`config.mk`:
```
export PLATFORM = sky130hd
export DESIGN_NAME = l2_set_reader
export DESIGN_NICKNAME = d
export VERILOG_FILES = /design/src/rtl/l2_set_reader.sv
export SDC_FILE = /design/constraint.sdc
export NUM_CORES = 1
export LEC_CHECK = 0
export ABC_AREA = 1
export BUFFER_PORTS_ARGS = -buffer_cell sky130_fd_sc_hd__buf_2
export CAP_MARGIN = 20
export CORE_AREA = 4 4 196 198
export DETAILED_ROUTE_END_ITERATION = 16
export DIE_AREA = 0 0 200 202
export PLACE_DENSITY = 0.72
export RECOVER_POWER = 100
export SYNTH_ARGS = -nofsm -noshare
export SYNTH_HDL_FRONTEND = slang
export SYNTH_SLANG_ARGS = --single-unit
```
`constraint.sdc`:
```
create_clock -name clk -period 2.5 [get_ports clk]
set_clock_uncertainty 0.1 [all_clocks]
set_input_delay 0 -clock clk [delete_from_list [all_inputs] [get_ports clk]]
set_output_delay 0 -clock clk [all_outputs]
set_load 0.005 [all_outputs]
```
`src/rtl/l2_set_reader.sv`:
```
// l2_set_reader: front stage of the L2 lookup path.
// Reads every way's tag, per-word state and the replacement victim for one set,
// registers them into stable buffers and pulses lookup_en once per request.
// Buffers stay valid until the controller releases them. A re-request of the
// still-buffered set skips the SRAM read unless an external SRAM write has
// invalidated the buffered copy.
module l2_set_reader #(
   parameter  int WAYS    = 8,
   parameter  int WORDS   = 4,
   parameter  int TAG_W   = 16,
   parameter  int SET_W   = 9,
   parameter  int STATE_W = 3,
   parameter  int RAM_LAT = 1,
   localparam int WAY_W   = $clog2(WAYS)
) (
   input  logic                             clk,
   input  logic                             rst,
   input  logic                             req_valid,
   output logic                             req_ready,
   input  logic [SET_W-1:0]                 req_set,
   input  logic                             req_mode,
   output logic                             ram_rd_en,
   output logic [SET_W-1:0]                 ram_rd_set,
   input  logic [WAYS*TAG_W-1:0]            ram_tags,
   input  logic [WAYS*WORDS*STATE_W-1:0]    ram_states,
   input  logic [WAY_W-1:0]                 ram_evict_way,
   output logic [WAYS*TAG_W-1:0]            tags_buf,
   output logic [WAYS*WORDS*STATE_W-1:0]    states_buf,
   output logic [WAY_W-1:0]                 evict_way_buf,
   output logic [SET_W-1:0]                 buf_set,
   output logic                             bufs_valid,
   output logic                             lookup_en,
   output logic                             lookup_mode,
   input  logic                             release_bufs,
   input  logic                             upd_en,
   input  logic [WAY_W-1:0]                 upd_way,
   input  logic [WORDS-1:0]                 upd_word_mask,
   input  logic [STATE_W-1:0]               upd_state,
   input  logic                             inv_reuse
);

   localparam int TAGS_W   = WAYS * TAG_W;
   localparam int STATES_W = WAYS * WORDS * STATE_W;
   localparam int CNT_W    = (RAM_LAT > 1) ? $clog2(RAM_LAT) : 1;

   typedef enum logic [2:0] {
      IDLE   = 3'd0,
      READ   = 3'd1,
      WAIT   = 3'd2,
      LOOKUP = 3'd3,
      HOLD   = 3'd4
   } state_t;

   state_t             state_q;
   state_t             state_d;
   logic [CNT_W-1:0]   cnt_q;
   logic [SET_W-1:0]   set_q;
   logic               mode_q;
   logic               reuse_q;
   logic               accept;
   logic               reuse_hit;
   logic               capture;
   logic               upd_window;

   // Overwrite the selected words of one way with a new coherence state.
   function automatic logic [STATES_W-1:0] merge_state(
      input logic [STATES_W-1:0] cur,
      input logic [WAY_W-1:0]    way,
      input logic [WORDS-1:0]    mask,
      input logic [STATE_W-1:0]  st
   );
      logic [STATES_W-1:0] res;
      res = cur;
      for (int w = 0; w < WORDS; w++) begin
         if (mask[w]) begin
            res[(int'(way) * WORDS + w) * STATE_W +: STATE_W] = st;
         end
      end
      return res;
   endfunction

   assign accept     = req_valid & req_ready;
   assign reuse_hit  = reuse_q && (req_set == buf_set);
   assign capture    = (state_q == WAIT) && (cnt_q == '0);
   assign upd_window = (state_q == LOOKUP) || (state_q == HOLD);

   // Control outputs decode straight from the state so the SRAM sees the
   // address during the READ cycle and reset silences everything at once.
   assign req_ready   = rst && (state_q == IDLE);
   assign ram_rd_en   = (state_q == READ);
   assign ram_rd_set  = (state_q == READ) ? set_q : '0;
   assign lookup_en   = (state_q == LOOKUP);
   assign bufs_valid  = upd_window;
   assign lookup_mode = mode_q;

   // State register.
   always_ff @(posedge clk or negedge rst) begin
      if (!rst) begin
         state_q <= IDLE;
      end else begin
         state_q <= state_d;
      end
   end

   // Next-state logic; HOLD deliberately ignores new requests on the release cycle.
   always_comb begin
      state_d = state_q;
      case (state_q)
         IDLE: begin
            if (accept) begin
               state_d = reuse_hit ? LOOKUP : READ;
            end
         end
         READ: begin
            state_d = WAIT;
         end
         WAIT: begin
            if (cnt_q == '0) begin
               state_d = LOOKUP;
            end
         end
         LOOKUP: begin
            state_d = HOLD;
         end
         HOLD: begin
            if (release_bufs) begin
               state_d = IDLE;
            end
         end
         default: begin
            state_d = IDLE;
         end
      endcase
   end

   // SRAM latency counter: loaded in READ, counts down through WAIT.
   always_ff @(posedge clk or negedge rst) begin
      if (!rst) begin
         cnt_q <= '0;
      end else if (state_q == READ) begin
         cnt_q <= CNT_W'(RAM_LAT - 1);
      end else if ((state_q == WAIT) && (cnt_q != '0)) begin
         cnt_q <= cnt_q - 1'b1;
      end
   end

   // Latch the accepted request's set and mode.
   always_ff @(posedge clk or negedge rst) begin
      if (!rst) begin
         set_q  <= '0;
         mode_q <= 1'b0;
      end else if (accept) begin
         set_q  <= req_set;
         mode_q <= req_mode;
      end
   end

   // Reuse flag: armed by a fresh SRAM capture, cleared by any external SRAM
   // write; a clear coinciding with the capture wins.
   always_ff @(posedge clk or negedge rst) begin
      if (!rst) begin
         reuse_q <= 1'b0;
      end else if (inv_reuse) begin
         reuse_q <= 1'b0;
      end else if (capture) begin
         reuse_q <= 1'b1;
      end
   end

   // Result buffers: loaded from the SRAM on capture, merged with controller
   // state updates while valid, retained afterwards for a possible reuse.
   always_ff @(posedge clk or negedge rst) begin
      if (!rst) begin
         tags_buf      <= '0;
         states_buf    <= '0;
         evict_way_buf <= '0;
         buf_set       <= '0;
      end else if (capture) begin
         tags_buf      <= ram_tags[TAGS_W-1:0];
         states_buf    <= ram_states[STATES_W-1:0];
         evict_way_buf <= ram_evict_way;
         buf_set       <= set_q;
      end else if (upd_en && upd_window) begin
         states_buf    <= merge_state(states_buf, upd_way, upd_word_mask, upd_state);
      end
   end

   // A state update is only meaningful while the buffers are valid.
   upd_only_when_valid : assert property (@(posedge clk) disable iff (!rst)
      upd_en |-> ((state_q == LOOKUP) || (state_q == HOLD)));

endmodule

```
==> results.yml, run 1 <==
synthesis:
  syn_inst: 1749
  synth_edf_count: 0
  synth_seq_area_share: 0.4892
  yosys_warnings: 0
  async_flop_share: 1.000
  ys_ff_latch: 251
  synth_top_area_frac: 0.4892
  netlist_area_um2: 12840
  yosysTopAreaCell: "dfrtp_1"
  synth-main-ff-cell: "dfrtp_1"
  synth.distinct_cells: 43
  yosys-top-cells-count: "nand2_1 (747), dfrtp_1 (251), nor2_1 (161)"
  synth.most_common_cell: "nand2_1"
  syn_nets: 2010
  yosys-top-cells-area: "dfrtp_1 (49%), nand2_1 (22%), nor2_1 (4.7%)"
  syn_avg_cell_area_um2: 7.341
critical_path:
  crit_slowest_cell: "dfrtp_1"
  startpoint_type: "flip-flop"
  rrSetupSlack_ns: 0.09
  startpoint: "state_q[2]"
  crit_chain: "inv_1, nand2_1, nor2_2, nand2_8, clkbuf_2, nand2_1, inv_1, a22oi_1, nand2_1, nand2_1, nand2_1"
  cpPeakStageDelay_ns: 0.39
  crit_type: "flip-flop to flip-flop"
  cp.arrival_ns: 2.78
  worst_path_most_repeated_cell: "nand2_1"
  worstPathMaxFanout: 26
  required_ns: 2.86
  critPathTopFamily: "simple AND/OR/NAND/NOR gates"
  critPathBufInv: 3
  reg2reg_from: "state_q[2]"
  endpoint_kind: "flip-flop"
clock_tree:
  clk_pin_slew_ns: 0.06
  numCtsBuffers: 30
  clk_latency_ns: 0.57
  cts_sinks: 251
  root_buffer: "clkbuf_16"
  cts_tree: "built"
  clock_path_buffers: 3
  htree_num_levels: 1
floorplanning:
  rows: 70
  fp.dieW_um: 200
  core_um2: 36520
  dieArea_um2: 40400
  die-height_um: 202
  initial_core_util: 0.3516
  pin_count: 503
sta:
  fmax_mhz: 414.8
  setup_viol: 0
  setup_tns_ns: 0
  fin_crit_sh: 0.9644
  slew_headroom: -0.1093
  tightestPinTransition_ns: 1.664
  final.min_clock_period_ns: 2.411
  drv_slew: 128
  hold_viol: 0
  grt_setup_unrepaired: "false"
  fin_worst_hold_slack_ns: 0.04682
finish:
  fin_nets: 2788
  post-route-util: 0.5343
  drive_above_1_share: 0.1820
  area_growth_pct: 51.99
  finalInstanceArea_um2: 19520
  finalNonFillerCells: 3024
run:
  cap_viol_max_count: 2
global_routing:
  grt_util_all_layers: 0.2776
  antenna_found_initial: 4
  grt_pass1_wl_um: 88970
  grt_pass1_vias: 15990
  globalRouteOverflowTotal: 0
  grt_max_degree: 110
drt:
  drt_iter0_drc: 1071
  dr.pass1.iters: 6
  vias: 15580
  drt-total-wl_um: 58680
  ant_nets: 0
  wire_per_inst_um: 19.41
  via_per_inst: 5.153
  drc: 0
hold_path:
  min_path_type: "input pin to flip-flop"
  worstHoldStart: "upd_way[2]"
placement:
  dp.cells: 2711
  port_buffers: 502
  place.gp.congestion: 0.9936
  dp_hpwl_um: 41580
  placed_area_um2: 16250
power_and_ir_drop:
  powerDensity_nw_per_um2: 1052
  p_leak_nw: 9.873
  irDropWorstVdd_mv: 0.6120
run_status:
  violations: "capacitance limit, slew limit"
  status: "finished, violations left"
==> through the flow <==
| stage | power [W] | setup slack [ns] |
|---|---|---|
| after detailed placement | 0.01587 | -0.04609 |
| after global placement | 0.01562 | -0.03375 |
| final | 0.02054 | 0.08894 |
| after global routing | 0.02202 | 0.004993 |
| after floorplan | 0.01164 | 0.001683 |
| after CTS | 0.02078 | 0.08703 |
==> what timing repair did <==
item	in CTS	in global routing
hold endpoints to repair	492	0
setup endpoints to repair	0	7
hold buffers	251	0
setup buffers	0	1
resized for setup	0	6
==> cell families after synthesis <==
family          Yosys count  synth area share
compound gates          209           0.09365
xor+xnor                  1          0.001267
fa+ha+maj                 8          0.008380
buf+inv                 209           0.06734
flops                   251            0.4892
mux                       1         0.0008770
simple gates           1070            0.3393
==> cells in the final DEF, fill, tap and decap left out, types with 6 or more instances in the layout <==
cell type,count
nand2_1,746
nor2_4,6
ha_1,6
a22oi_1,13
buf_2,306
nor2_2,8
buf_12,8
clkbuf_1,201
buf_4,50
dlygate4sd3_1,251
a211oi_1,10
nand3_1,95
clkbuf_16,30
nor2_1,160
diode_2,6
a21oi_1,67
clkinv_2,8
o211ai_1,18
dfrtp_1,251
inv_1,124
nor3_1,13
o21ai_0,70
nand4_1,19
a31oi_1,15
==> registers in the layout (all words and copies together), names as in the netlist <==
name	cells
tags_buf	128
lookup_mode	1
evict_way_buf	3
cnt_q	1
states_buf	96
set_q	9
buf_set	9
state_q	3
reuse_q	1
==> worst min-delay path: stages <==
cell and delay (ns):
buf_2 0.12, buf_4 0.21, nand2_1 0.13, nand2_1 0.14
a31oi_1 0.08
==> path summary, 6_finish.rpt <==
path                             endpoint  cells after the start
min                        states_buf[83]                      5
max in group asynchronous   states_buf[3]                      3
max reg2reg                states_buf[21]                     11
min reg2reg                  tags_buf[50]                      2
min in group asynchronous  states_buf[65]                      3
max                        states_buf[21]                     11
==> final cells by class <==
type,instances,area [um2]
sequential,251,6281
tap,468,585.6
clock inverter,16,178.9
fill,3417,17010
clock buffer,39,834.6
multi-input combinational,1289,5728
timing repair buffer,823,5389
inverter,132,503.0
antenna,6,15.01
==> layer usage <==
layer / vias up / GRT usage / part of all wire
met5: - / 0 / 0
met4: 0 / 0.1463 / 0.061
met3: 212 / 0.06384 / 0.092
met2: 898 / 0.4481 / 0.46
met1: 7349 / 0.3445 / 0.39
li1: 7124 / - / -
==> report_power, final <==
| part | internal, W | leakage (nW) | total (W) | switching [W] |
|---|---|---|---|---|
| Combinational | 0.00325 | 6.28 | 0.00879 | 0.00554 |
| Clock | 0.00267 | 0.500 | 0.00448 | 0.00182 |
| Sequential | 0.00598 | 3.09 | 0.00726 | 0.00128 |
| Total | 0.0119 | 9.87 | 0.0205 | 0.00864 |
No activity file was read; power rests on OpenSTA's default activity.
==> run 2: changes to the inputs <==
--- a/config.mk
+++ b/config.mk
@@ -11,6 +11,7 @@
 export CORE_AREA = 4 4 196 198
 export DETAILED_ROUTE_END_ITERATION = 16
 export DIE_AREA = 0 0 200 202
+export MAX_ROUTING_LAYER = met4
 export PLACE_DENSITY = 0.72
 export RECOVER_POWER = 100
 export SYNTH_ARGS = -nofsm -noshare
==> results.yml, run 2 (synthesized netlist as in run 1, its figures left out) <==
sta:
  fmax_mhz: 424.8
  setup_tns_ns: 0
  slew_headroom: -0.1090
  grt_setup_unrepaired: "false"
  hold_viol: 0
  fin_crit_sh: 0.9416
  final.min_clock_period_ns: 2.354
  tightestPinTransition_ns: 1.664
  setup_viol: 0
  drv_slew: 124
finish:
  largest_register: "tags_buf"
  fin_nets: 2803
  finalNonFillerCells: 3034
  largest_register_ffs: 128
  drive_above_1_share: 0.1873
  reg_top3: "tags_buf: 128 flops, states_buf: 96 flops"
  finalInstanceArea_um2: 19600
  fillers: 3327
  layout_common_cells: "nand2_1 (746), buf_2 (311), dlygate4sd3_1 (254)"
  area_growth_pct: 52.66
  final_common_cell: "nand2_1"
clock_tree:
  cts_tree: "built"
  clk_pin_slew_ns: 0.07
  numCtsBuffers: 29
  clk_latency_ns: 0.57
  clock_path_buffers: 3
  cts_sinks: 251
  root_buffer: "clkbuf_16"
  htree_num_levels: 1
run_status:
  violations: "capacitance limit, slew limit"
  status: "finished, violations left"
power_and_ir_drop:
  powerDensity_nw_per_um2: 1042
  irDropWorstVdd_mv: 0.6269
  p_leak_nw: 9.909
  fin_total_pwr_w: 0.02041
critical_path:
  cp.arrival_ns: 2.77
  worstPathMaxFanout: 13
  endpoint_kind: "flip-flop"
  required_ns: 2.92
  startpoint_type: "input pin"
  crit_type: "input pin to flip-flop"
floorplanning:
  dieArea_um2: 40400
  rows: 70
  die-height_um: 202
  pin_count: 503
  core_um2: 36520
  fp.dieW_um: 200
  initial_core_util: 0.3516
global_routing:
  antenna_found_initial: 3
  grt_max_degree: 110
  grt_pass1_wl_um: 89490
  globalRouteOverflowTotal: 0
  grt_util_all_layers: 0.2881
  grt_pass1_vias: 15620
run:
  cap_viol_max_count: 2
placement:
  placed_area_um2: 16350
  dp.cells: 2723
  port_buffers: 502
  dp_hpwl_um: 41400
  place.gp.congestion: 0.9821
drt:
  vias: 15550
  wire_per_inst_um: 19.60
  drt_iter0_drc: 1326
  dr.pass1.iters: 8
  via_per_inst: 5.124
  drc: 0
  ant_nets: 0
  drt-total-wl_um: 59460
hold_path:
  min_path_type: "input pin to flip-flop"
==> run 2: cell type report <==
type | instances | area [um2] | area share
antenna | 3 | 7.507 | 0.0003830
clock buffer | 40 | 827.0 | 0.04219
clock inverter | 12 | 112.6 | 0.005745
inverter | 132 | 505.5 | 0.02579
multi-input combinational | 1290 | 5757 | 0.2937
sequential | 251 | 6281 | 0.3204
tap | 468 | 585.6 | 0.02987
timing repair buffer | 838 | 5525 | 0.2819
==> run 2: through the flow <==
| step | util | worst slack, ns | hold WS, ns |
|---|---|---|---|
| after floorplan | - | 0.001683 | -0.3956 |
| after global placement | 0.4476 | 0.004295 | -0.2365 |
| after detailed placement | 0.4476 | -0.01673 | -0.2331 |
| after CTS | 0.5430 | 0.01163 | 0.006095 |
| after global routing | 0.5367 | 0.01728 | 0.003720 |
| final | 0.5367 | 0.1460 | 0.01079 |
==> run 2: routing by layer <==
metal / track usage / vias up / part of all wire
met3: 0.05234 / 231 / 0.088
met2: 0.4531 / 936 / 0.46
met5: - / - / 0
met1: 0.3595 / 7238 / 0.39
li1: - / 7141 / -
met4: 0.1356 / 0 / 0.057
==> run 2: critical path: stages <==
cell and delay (ns):
clkbuf_2 0.11, ha_1 0.23, fa_1 0.46, buf_4 0.18
xnor2_2 0.34, buf_12 0.20, nand3_1 0.13, inv_1 0.22
nand2_1 0.09, nand3_1 0.08, dlygate4sd3_1 0.55, nand2_1 0.05
a21oi_1 0.12
==> run 2: final timing paths <==
path	cells after the start	slack [ns]	end	startpoint
setup / recovery	13	0.15	states_buf[77]	upd_way[0]
hold / removal	3	0.01	reuse_q	inv_reuse
setup reg to reg	10	0.16	states_buf[71]	state_q[2]
hold reg to reg	2	0.38	tags_buf[54]	tags_buf[54]
max in group asynchronous	3	0.44	states_buf[10]	rst
min in group asynchronous	3	0.81	tags_buf[96]	rst
==> run 2: power by group <==
part / switching (W) / internal, W / total, W
logic: 0.00563 / 0.00330 / 0.00893
clock network: 0.00181 / 0.00242 / 0.00423
registers: 0.00128 / 0.00598 / 0.00726
total: 0.00871 / 0.0117 / 0.0204
==> run 2: what timing repair did <==
| item | in CTS | in global routing |
|---|---|---|
| hold buffers | 254 | 0 |
| setup endpoints to repair | 0 | 40 |
| buffers inserted | 0 | 1 |
| resized for setup | 0 | 11 |
| endpoints found under the hold margin | 492 | 0 |
